==> config.mk <==
export PLATFORM = sky130hd
export DESIGN_NAME = decode_register_field_sequencer_flat
export DESIGN_NICKNAME = d
export VERILOG_FILES = /design/src/rtl/decode_register_field_sequencer_pkg.sv /design/src/rtl/decode_register_field_sequencer_if.sv /design/src/rtl/decode_register_field_sequencer_classifier.sv /design/src/rtl/decode_register_field_sequencer.sv /design/src/flat_wrapper.sv
export SDC_FILE = /design/constraint.sdc
export NUM_CORES = 1
export LEC_CHECK = 0
export ABC_AREA = 1
export CAP_MARGIN = 30
export CORE_MARGIN = 2
export CORE_UTILIZATION = 46
export CTS_CLUSTER_SIZE = 30
export DETAILED_ROUTE_END_ITERATION = 7
export GPL_ROUTABILITY_DRIVEN = 0
export PLACE_DENSITY = 0.78
export SETUP_SLACK_MARGIN = 0.05
export SLEW_MARGIN = 20
export SYNTH_ARGS = -nofsm -noshare
export SYNTH_HDL_FRONTEND = slang
export SYNTH_SLANG_ARGS = --single-unit
export TNS_END_PERCENT = 5
==> constraint.sdc <==
create_clock -name clock -period 1.95 [get_ports clock]
set_input_delay 0.2925 -clock clock [delete_from_list [all_inputs] [get_ports clock]]
set_output_delay 0.2925 -clock clock [all_outputs]
set_load 0.005 [all_outputs]
==> src/rtl/decode_register_field_sequencer_pkg.sv <==
// ==== decode_pkg: shared states, opcode classes and constants for the reg-field decode front end. Rev 1.0
// ==== Optional feature macro used by importers: DECODE_OPERAND_SIZE_PREFIX_EN
`default_nettype none

package decode_pkg;

  typedef enum logic [1:0] {
    OPCODE = 2'd0,
    MODRM  = 2'd1,
    HOLD   = 2'd2
  } state_e;

  typedef enum logic [1:0] {
    CLASS_MODRM       = 2'd0,
    CLASS_REG_IN_OP   = 2'd1,
    CLASS_REG_IN_OP_W = 2'd2,
    CLASS_UNSUPPORTED = 2'd3
  } opcode_class_e;

  localparam logic [1:0] BIT_WIDTH_16        = 2'b01;
  localparam logic [1:0] BIT_WIDTH_32        = 2'b10;
  localparam logic [7:0] PREFIX_OPERAND_SIZE = 8'h66;
  localparam int         PREFIX_CNT_W        = 4;
  localparam logic [PREFIX_CNT_W-1:0] PREFIX_MAX = 4'd14;

  function automatic logic [1:0] width_code(input logic is_32);
    return is_32 ? BIT_WIDTH_32 : BIT_WIDTH_16;
  endfunction

endpackage

`default_nettype wire

==> src/rtl/decode_register_field_sequencer_if.sv <==
// ==== decode_register_field_sequencer_if: byte stream in, decoded reg-field bundle out. Rev 1.0
// ==== Sequencer attaches through the slave modport; the byte source/field sink uses master.
`default_nettype none

interface decode_register_field_sequencer_if;
  logic       default_operand_size_32;
  logic       flush;
  logic       byte_valid;
  logic [7:0] byte_data;
  logic       byte_ready;
  logic       field_valid;
  logic       field_ready;
  logic [7:0] opcode;
  logic [1:0] bit_width;
  logic [2:0] register_sequence_code;
  logic       w_in_instruction;
  logic       w;
  logic       has_modrm;
  logic [1:0] mod;
  logic [2:0] rm;
  logic       unsupported;

  modport master (
    output default_operand_size_32, flush, byte_valid, byte_data, field_ready,
    input  byte_ready, field_valid, opcode, bit_width, register_sequence_code,
           w_in_instruction, w, has_modrm, mod, rm, unsupported
  );

  modport slave (
    input  default_operand_size_32, flush, byte_valid, byte_data, field_ready,
    output byte_ready, field_valid, opcode, bit_width, register_sequence_code,
           w_in_instruction, w, has_modrm, mod, rm, unsupported
  );
endinterface

`default_nettype wire

==> src/rtl/decode_register_field_sequencer_classifier.sv <==
// ==== decode_opcode_classifier: combinational opcode class / w / reg-code extraction. Rev 1.0
// ==== Unsupported opcodes return all-zero fields.
`default_nettype none

module decode_opcode_classifier
  import decode_pkg::*;
(
  input  logic [7:0]    op,
  output opcode_class_e op_class,
  output logic          w_in_instruction,
  output logic          w,
  output logic [2:0]    reg_code
);

  always_comb begin
    op_class         = CLASS_UNSUPPORTED;
    w_in_instruction = 1'b0;
    w                = 1'b0;
    reg_code         = 3'b000;
    // ALU r/m forms 0x00-0x3F (op[2]=0) and MOV 0x88-0x8B carry the reg field in mod r/m
    if ((op[7:6] == 2'b00 && !op[2]) || op[7:2] == 6'b100010) begin
      op_class         = CLASS_MODRM;
      w_in_instruction = 1'b1;
      w                = op[0];
    end else if (op[7:5] == 3'b010 || op[7:3] == 5'b10010) begin
      op_class = CLASS_REG_IN_OP;
      reg_code = op[2:0];
    end else if (op[7:4] == 4'hB) begin
      op_class         = CLASS_REG_IN_OP_W;
      w_in_instruction = 1'b1;
      w                = op[3];
      reg_code         = op[2:0];
    end
  end

endmodule

`default_nettype wire

==> src/rtl/decode_register_field_sequencer.sv <==
// ==== decode_register_field_sequencer: prefix/opcode/modrm byte sequencer holding reg-field decode inputs. Rev 1.0
// ==== Optional: DECODE_OPERAND_SIZE_PREFIX_EN enables 0x66 operand-size prefix handling.
`default_nettype none

module decode_register_field_sequencer
  import decode_pkg::*;
(
  input  logic clock,
  input  logic reset,
  decode_register_field_sequencer_if.slave bus
);

  opcode_class_e cls;
  logic          cls_w_in;
  logic          cls_w;
  logic [2:0]    cls_reg;

  decode_opcode_classifier u_classifier (
    .op               (bus.byte_data),
    .op_class         (cls),
    .w_in_instruction (cls_w_in),
    .w                (cls_w),
    .reg_code         (cls_reg)
  );

  state_e     state_q, state_d;
  logic       field_valid_q, field_valid_d;
  logic [7:0] opcode_q, opcode_d;
  logic [1:0] bit_width_q, bit_width_d;
  logic [2:0] reg_q, reg_d;
  logic       w_in_q, w_in_d;
  logic       w_q, w_d;
  logic       has_modrm_q, has_modrm_d;
  logic [1:0] mod_q, mod_d;
  logic [2:0] rm_q, rm_d;
  logic       unsupported_q, unsupported_d;
  logic       width_sel;

`ifdef DECODE_OPERAND_SIZE_PREFIX_EN
  logic                    size_toggle_q, size_toggle_d;
  logic [PREFIX_CNT_W-1:0] prefix_cnt_q, prefix_cnt_d;
  logic                    is_prefix;

  // Once PREFIX_MAX prefixes are absorbed, another 0x66 falls through to the classifier as unsupported
  assign is_prefix = (bus.byte_data == PREFIX_OPERAND_SIZE) && (prefix_cnt_q < PREFIX_MAX);
  assign width_sel = bus.default_operand_size_32 ^ size_toggle_q;
`else
  assign width_sel = bus.default_operand_size_32;
`endif

  always_comb begin
    state_d       = state_q;
    field_valid_d = field_valid_q;
    opcode_d      = opcode_q;
    bit_width_d   = bit_width_q;
    reg_d         = reg_q;
    w_in_d        = w_in_q;
    w_d           = w_q;
    has_modrm_d   = has_modrm_q;
    mod_d         = mod_q;
    rm_d          = rm_q;
    unsupported_d = unsupported_q;
`ifdef DECODE_OPERAND_SIZE_PREFIX_EN
    size_toggle_d = size_toggle_q;
    prefix_cnt_d  = prefix_cnt_q;
`endif
    if (bus.flush) begin
      state_d       = OPCODE;
      field_valid_d = 1'b0;
`ifdef DECODE_OPERAND_SIZE_PREFIX_EN
      size_toggle_d = 1'b0;
      prefix_cnt_d  = '0;
`endif
    end else begin
      case (state_q)
        OPCODE: begin
          if (bus.byte_valid) begin
`ifdef DECODE_OPERAND_SIZE_PREFIX_EN
            if (is_prefix) begin
              size_toggle_d = 1'b1;
              prefix_cnt_d  = prefix_cnt_q + 4'd1;
            end else
`endif
            begin
`ifdef DECODE_OPERAND_SIZE_PREFIX_EN
              prefix_cnt_d  = '0;
`endif
              opcode_d      = bus.byte_data;
              bit_width_d   = width_code(width_sel);
              unsupported_d = (cls == CLASS_UNSUPPORTED);
              w_in_d        = cls_w_in;
              w_d           = cls_w;
              reg_d         = cls_reg;
              has_modrm_d   = 1'b0;
              mod_d         = 2'b00;
              rm_d          = 3'b000;
              if (cls == CLASS_MODRM) begin
                state_d = MODRM;
              end else begin
                state_d       = HOLD;
                field_valid_d = 1'b1;
              end
            end
          end
        end
        MODRM: begin
          if (bus.byte_valid) begin
            reg_d         = bus.byte_data[5:3];
            mod_d         = bus.byte_data[7:6];
            rm_d          = bus.byte_data[2:0];
            has_modrm_d   = 1'b1;
            state_d       = HOLD;
            field_valid_d = 1'b1;
          end
        end
        HOLD: begin
          if (bus.field_ready) begin
            state_d       = OPCODE;
            field_valid_d = 1'b0;
`ifdef DECODE_OPERAND_SIZE_PREFIX_EN
            size_toggle_d = 1'b0;
`endif
          end
        end
        default: begin
          state_d       = OPCODE;
          field_valid_d = 1'b0;
        end
      endcase
    end
  end

  always_ff @(posedge clock or posedge reset) begin
    if (reset) begin
      state_q       <= OPCODE;
      field_valid_q <= 1'b0;
      opcode_q      <= 8'h00;
      bit_width_q   <= 2'b00;
      reg_q         <= 3'b000;
      w_in_q        <= 1'b0;
      w_q           <= 1'b0;
      has_modrm_q   <= 1'b0;
      mod_q         <= 2'b00;
      rm_q          <= 3'b000;
      unsupported_q <= 1'b0;
`ifdef DECODE_OPERAND_SIZE_PREFIX_EN
      size_toggle_q <= 1'b0;
      prefix_cnt_q  <= '0;
`endif
    end else begin
      state_q       <= state_d;
      field_valid_q <= field_valid_d;
      opcode_q      <= opcode_d;
      bit_width_q   <= bit_width_d;
      reg_q         <= reg_d;
      w_in_q        <= w_in_d;
      w_q           <= w_d;
      has_modrm_q   <= has_modrm_d;
      mod_q         <= mod_d;
      rm_q          <= rm_d;
      unsupported_q <= unsupported_d;
`ifdef DECODE_OPERAND_SIZE_PREFIX_EN
      size_toggle_q <= size_toggle_d;
      prefix_cnt_q  <= prefix_cnt_d;
`endif
    end
  end

  assign bus.byte_ready             = (state_q != HOLD);
  assign bus.field_valid            = field_valid_q;
  assign bus.opcode                 = opcode_q;
  assign bus.bit_width              = bit_width_q;
  assign bus.register_sequence_code = reg_q;
  assign bus.w_in_instruction       = w_in_q;
  assign bus.w                      = w_q;
  assign bus.has_modrm              = has_modrm_q;
  assign bus.mod                    = mod_q;
  assign bus.rm                     = rm_q;
  assign bus.unsupported            = unsupported_q;

endmodule

`default_nettype wire
==> src/flat_wrapper.sv <==
// flat-port wrapper written by rule: the top's interface ports become plain ports
module decode_register_field_sequencer_flat import decode_pkg::*;
  (clock, reset, bus_default_operand_size_32, bus_flush, bus_byte_valid, bus_byte_data, bus_field_ready, bus_byte_ready, bus_field_valid, bus_opcode, bus_bit_width, bus_register_sequence_code, bus_w_in_instruction, bus_w, bus_has_modrm, bus_mod, bus_rm, bus_unsupported);
  decode_register_field_sequencer_if bus_i ();
  input  logic clock;
  input  logic reset;
  input wire logic [$bits(bus_i.default_operand_size_32)-1:0] bus_default_operand_size_32;
  input wire logic [$bits(bus_i.flush)-1:0] bus_flush;
  input wire logic [$bits(bus_i.byte_valid)-1:0] bus_byte_valid;
  input wire logic [$bits(bus_i.byte_data)-1:0] bus_byte_data;
  input wire logic [$bits(bus_i.field_ready)-1:0] bus_field_ready;
  output wire logic [$bits(bus_i.byte_ready)-1:0] bus_byte_ready;
  output wire logic [$bits(bus_i.field_valid)-1:0] bus_field_valid;
  output wire logic [$bits(bus_i.opcode)-1:0] bus_opcode;
  output wire logic [$bits(bus_i.bit_width)-1:0] bus_bit_width;
  output wire logic [$bits(bus_i.register_sequence_code)-1:0] bus_register_sequence_code;
  output wire logic [$bits(bus_i.w_in_instruction)-1:0] bus_w_in_instruction;
  output wire logic [$bits(bus_i.w)-1:0] bus_w;
  output wire logic [$bits(bus_i.has_modrm)-1:0] bus_has_modrm;
  output wire logic [$bits(bus_i.mod)-1:0] bus_mod;
  output wire logic [$bits(bus_i.rm)-1:0] bus_rm;
  output wire logic [$bits(bus_i.unsupported)-1:0] bus_unsupported;
  assign bus_i.default_operand_size_32 = bus_default_operand_size_32;
  assign bus_i.flush = bus_flush;
  assign bus_i.byte_valid = bus_byte_valid;
  assign bus_i.byte_data = bus_byte_data;
  assign bus_i.field_ready = bus_field_ready;
  assign bus_byte_ready = bus_i.byte_ready;
  assign bus_field_valid = bus_i.field_valid;
  assign bus_opcode = bus_i.opcode;
  assign bus_bit_width = bus_i.bit_width;
  assign bus_register_sequence_code = bus_i.register_sequence_code;
  assign bus_w_in_instruction = bus_i.w_in_instruction;
  assign bus_w = bus_i.w;
  assign bus_has_modrm = bus_i.has_modrm;
  assign bus_mod = bus_i.mod;
  assign bus_rm = bus_i.rm;
  assign bus_unsupported = bus_i.unsupported;
  decode_register_field_sequencer u_core (.clock(clock), .reset(reset), .bus(bus_i));
endmodule
# After elaboration in Yosys (flattened, before gate mapping)
# Cells that the tools add are included.
# totals
register_bits	25
input_bits	14
out_inout_bits	24
wordCells	74
# op_classes
n_eq_ne	14
muxes	36
bitwise	1
reduce_logical	12
# ops
cell	n
$mux 3	7
$mux 2	10
$mux 1	13
$ne 3x3->1 const B	4
$pmux 3 s2	2
$reduce_and 4->1	2
$eq 6x6->1 const B	1
$logic_not 2->1	3
$ne 2x2->1 const B	3
$pmux 2 s3	1
$reduce_and 3->1	2
$eq 5x5->1 const B	1
$eq 2x2->1 const B	2
$eq 4x4->1 const B	1
$pmux 2 s2	1
$eq 3x2->1 const B	1
$pmux 1 s3	1
$eq 2x1->1 const B	1
$logic_or 1x1->1	2
$pmux 1 s2	1
$reduce_bool 2->1	1
$logic_and 1x1->1	1
$logic_not 1->1	1
$not 1->1	1

# Longest topological paths before layout
# logic_depth
ltp_word	9
depth_mapped	7
ltp_nobuf	7

# Hierarchy
# Synthesis repeated with hierarchy kept, for this count alone.
# unflattened
hier_cells	153
area_unflattened_um2	1204.9
# modules_own_cells
module	n_inst	cells_per_inst	area_per_inst_um2	seq_area_each_um2
decode_register_field_sequencer	1	119	1063.5	625.6
decode_opcode_classifier	1	34	141.4	0.0

# Least setup slack after synthesis
# No wires, ideal clock.
# synth_timing
path_type	register -> register
start	register u_core.state_q[1]
end	register u_core.opcode_q[1] (netlist: u_core.bus.opcode[1])
setup_time_ns	0.117
arrival_ns	1.081
t_required_ns	1.833
path_slack_ns	0.752
path_stages_with_launch	8
n_path_buf	1
period_less_slack_ns	1.198
path_cell_list	dfrtp_1 nor2_2 nand2_2 nor2_4 inv_4 buf_8 nand2_2 o21ai_2
# synth_between
elab_chain_len	2
# synth_rtl
item	line_no	source
from (decl)	decode_register_field_sequencer.sv:26	state_e state_q, state_d;
from (signal assigned)	decode_register_field_sequencer.sv:151	state_q <= state_d;
$logic_not 2->1	decode_register_field_sequencer.sv:75	case (state_q)
$reduce_and 3->1 (no source line)	--	
to (signal assigned)	decode_register_field_sequencer.sv:153	opcode_q <= opcode_d;
to (decl)	decode_register_field_sequencer.sv:28	logic [7:0] opcode_q, opcode_d;
# Every way passes these cells.
# A chain may end at the register's enable or synchronous reset.

# Worst setup path in the final report
# layout_timing
start	register u_core.state_q[0]
end	output bus_byte_ready
# layout_between
elab_chain_len	1
# layout_rtl
item	line_no	source
$ne 2x2->1	decode_register_field_sequencer.sv:169	assign bus.byte_ready = (state_q != HOLD);
to (decl)	flat_wrapper.sv:12	output wire logic [$bits(bus_i.byte_ready)-1:0] bus_byte_ready;
# Every way passes these cells.

==> impl_metrics.ini <==
[global_route]
track_usage = 0.2068
grt_pass1_wl_mm = 4.222
grt_pass1_vias = 1005
grt_use_met3 = 0.02542
grt_overflow = 0
grt.met2_usage = 0.3813
met1_usage = 0.2463
busiest_layer = met2
antenna_found_initial = 0
grt_max_degree = 26

[floorplanning]
die_x_um = 53.12
core_um2 = 2255
initial_utilization = 0.4922
row_count = 17
ios = 38
dieArea_um2 = 2822
die_y_um = 53.12

[timing]
fin_crit_ns = 1.736
max_freq_mhz = 576.1
setup_violations = 0
fin_ws_ns = 0.2143
skew_ns = 0.008650
finalCritPeriodShare = 0.8901
fin_hold_ws_ns = 0.3040
fin_tns_setup_ns = 0
max_slew_margin = 0.7967
rsz0062_at_grt = no
drv_slew = 0
hold_viol = 0
worstMarginPinSlew_ns = 0.3050

[outcome]
status = completed

[setup_path]
rr_worst_depth = 6
cp_data_required_time_ns = 1.66
critPathMaxStageDelay_ns = 0.51
rr_endpoint = u_core.bus.w
worstReg2RegStart = u_core.state_q[1]
ff2ff_setup_slack_ns = 0.56
crit_slowest_cell = clkdlybuf4s50_1
cpLargestDelayFamily = buffers and inverters
cp-start-kind = flop
cp_max_fo = 6
arrival_ns = 1.44
crit_buf_inv = 2
crit_type = reg -> out
crit_chain = inv_1, nand2_1, clkdlybuf4s50_1
crit_path_end_kind = primary output

[routing]
wirelength_mm = 2.483
drtIter0Drc = 10
drc = 0
wl_per_cell_um = 13.00
drt_pass1_iterations = 4
routed_via_density = 5.152
drtAntennaViolNets = 0
vias = 984

[layout]
nets = 178
stdcell_area_um2 = 1533
most-common-layout-cells = nand2_1 (38), clkdlybuf4s50_1 (37), dfrtp_1 (24), inv_1 (12), o21ai_0 (9)
fin_cells = 191
layout_commonest_cell = nand2_1
area_delta_synth_final_pct = 38.11
layout-drive-gt1-share = 0.1350
antennaDiodeCount = 0

[logic_synthesis]
avgSynthCellArea_um2 = 9.097
syn_nets = 136
netlist-cell-type-count = 21
synth_area_um2 = 1110
yosysTopAreaCell = dfrtp_1
ys_seq_elements = 25
yosysSeqAreaShare = 0.5637
ys_top_cells_by_area = dfrtp_1 (56%), nand2_1 (13%), o21ai_2 (4.7%), o21ai_0 (4.1%), inv_1 (4.1%)
netlist_instances = 122
yosys_warnings = 0
synth_top_area_share = 0.5637

[pwr]
power.density_nw_per_um2 = 843.3
ir_drop_v = 0.0006129
leakagePower_nw = 0.7246

[place]
pre_cts_ws_ns = 0.1980
io_buffer_count = 37
dp_cells = 187
place_area_um2 = 1504
dp_hpwl_mm = 1.948

[cts]
cts_sinks = 25
worstSkewPairLatency_ns = 0.32
cts_max_level = 1
holdBufCountCts = 0
numCtsBuffers = 3
clockBufferDepth = 2
cts.clk_slew.worst_paths_ns = 0.13
cts_tree = done
root_buffer = clkbuf_4

[hold_path]
hp-class = in -> async

[flow_run]
drv_cap = 0
tightest hold or removal path, delay by kind of cell:
kind	cells	cell delay, ns
buf+inv	3	0.74
Yosys cell counts, drive strengths merged:
| cell | n |
|---|---|
| a21oi | 6 |
| buf | 2 |
| dfrtp | 25 |
| inv | 14 |
| nand2 | 41 |
| nand3 | 1 |
| nand4 | 3 |
| nor2 | 8 |
| nor3 | 3 |
| o21a | 2 |
| o21ai | 16 |
| o22a | 1 |
routing by layer:
layer | wire length (um) | share of wire
met5 | 0 | 0
met1 | 1059 | 0.43
met4 | 36 | 0.014
met2 | 1281 | 0.52
met3 | 106 | 0.043
metrics by stage:
step	utilization	power [mW]
final	0.6798	1.293
after global routing	0.6798	1.368
after CTS	0.6792	1.305
after detailed placement	0.6670	1.085
after global placement	0.6670	1.072
after floorplan	-	0.8316
timing repair:
action / CTS / global route
endpoints found under the setup margin: 0 / 1
gates resized for setup: 0 / 1
buffers inserted: 0 / 0
hold endpoints to repair: 0 / 0
worst max path at each step:
stage / endpoint / depth (start not counted) / slack, ns / startpoint
CTS: bus_byte_ready / 3 / 0.13 / u_core.state_q[0]
floorplan: u_core.bus.opcode[1] / 7 / 0.75 / u_core.state_q[1]
detailed placement: u_core.bus.w / 7 / 0.20 / bus_flush
finish: bus_byte_ready / 3 / 0.21 / u_core.state_q[0]
global route: bus_byte_ready / 3 / 0.13 / u_core.state_q[0]
global placement: u_core.bus.w / 7 / 0.31 / bus_flush
cell families (layout without fill, tap and decap cells):
kind of cell    after synthesis  count (layout)  synth area share
buf+inv                      16              57           0.07327
simple gates                 56              56            0.2210
flops                        25              25            0.5637
compound gates               25              25            0.1420
cell type report:
class / count / area, um2
Fill cell: 204 / 721.9
Sequential cell: 25 / 626.9
Multi-Input combinational cell: 81 / 402.9
Timing Repair Buffer: 39 / 385.4
Inverter: 14 / 55.05
Tap cell: 28 / 35.03
Clock buffer: 3 / 22.52
Clock inverter: 1 / 5.005
flip-flops by register name, indices dropped and copies added, names as in the netlist:
name	count
u_core.bus.unsupported	1
u_core.bus.register_sequence_code	3
u_core.bus.bit_width	2
u_core.bus.rm	3
u_core.bus.w_in_instruction	1
u_core.state_q	2
u_core.bus.w	1
u_core.bus.has_modrm	1
u_core.bus.field_valid	1
u_core.bus.mod	2
u_core.bus.opcode	8
where the power goes:
group / switching [mW] / internal (mW) / total [mW] / leakage (nW)
combinational: 0.158 / 0.241 / 0.399 / 0.393
sequential: 0.0574 / 0.612 / 0.670 / 0.314
clock: 0.147 / 0.0768 / 0.224 / 0.0177
total: 0.362 / 0.930 / 1.29 / 0.725
No activity file was read; power rests on OpenSTA's default activity.
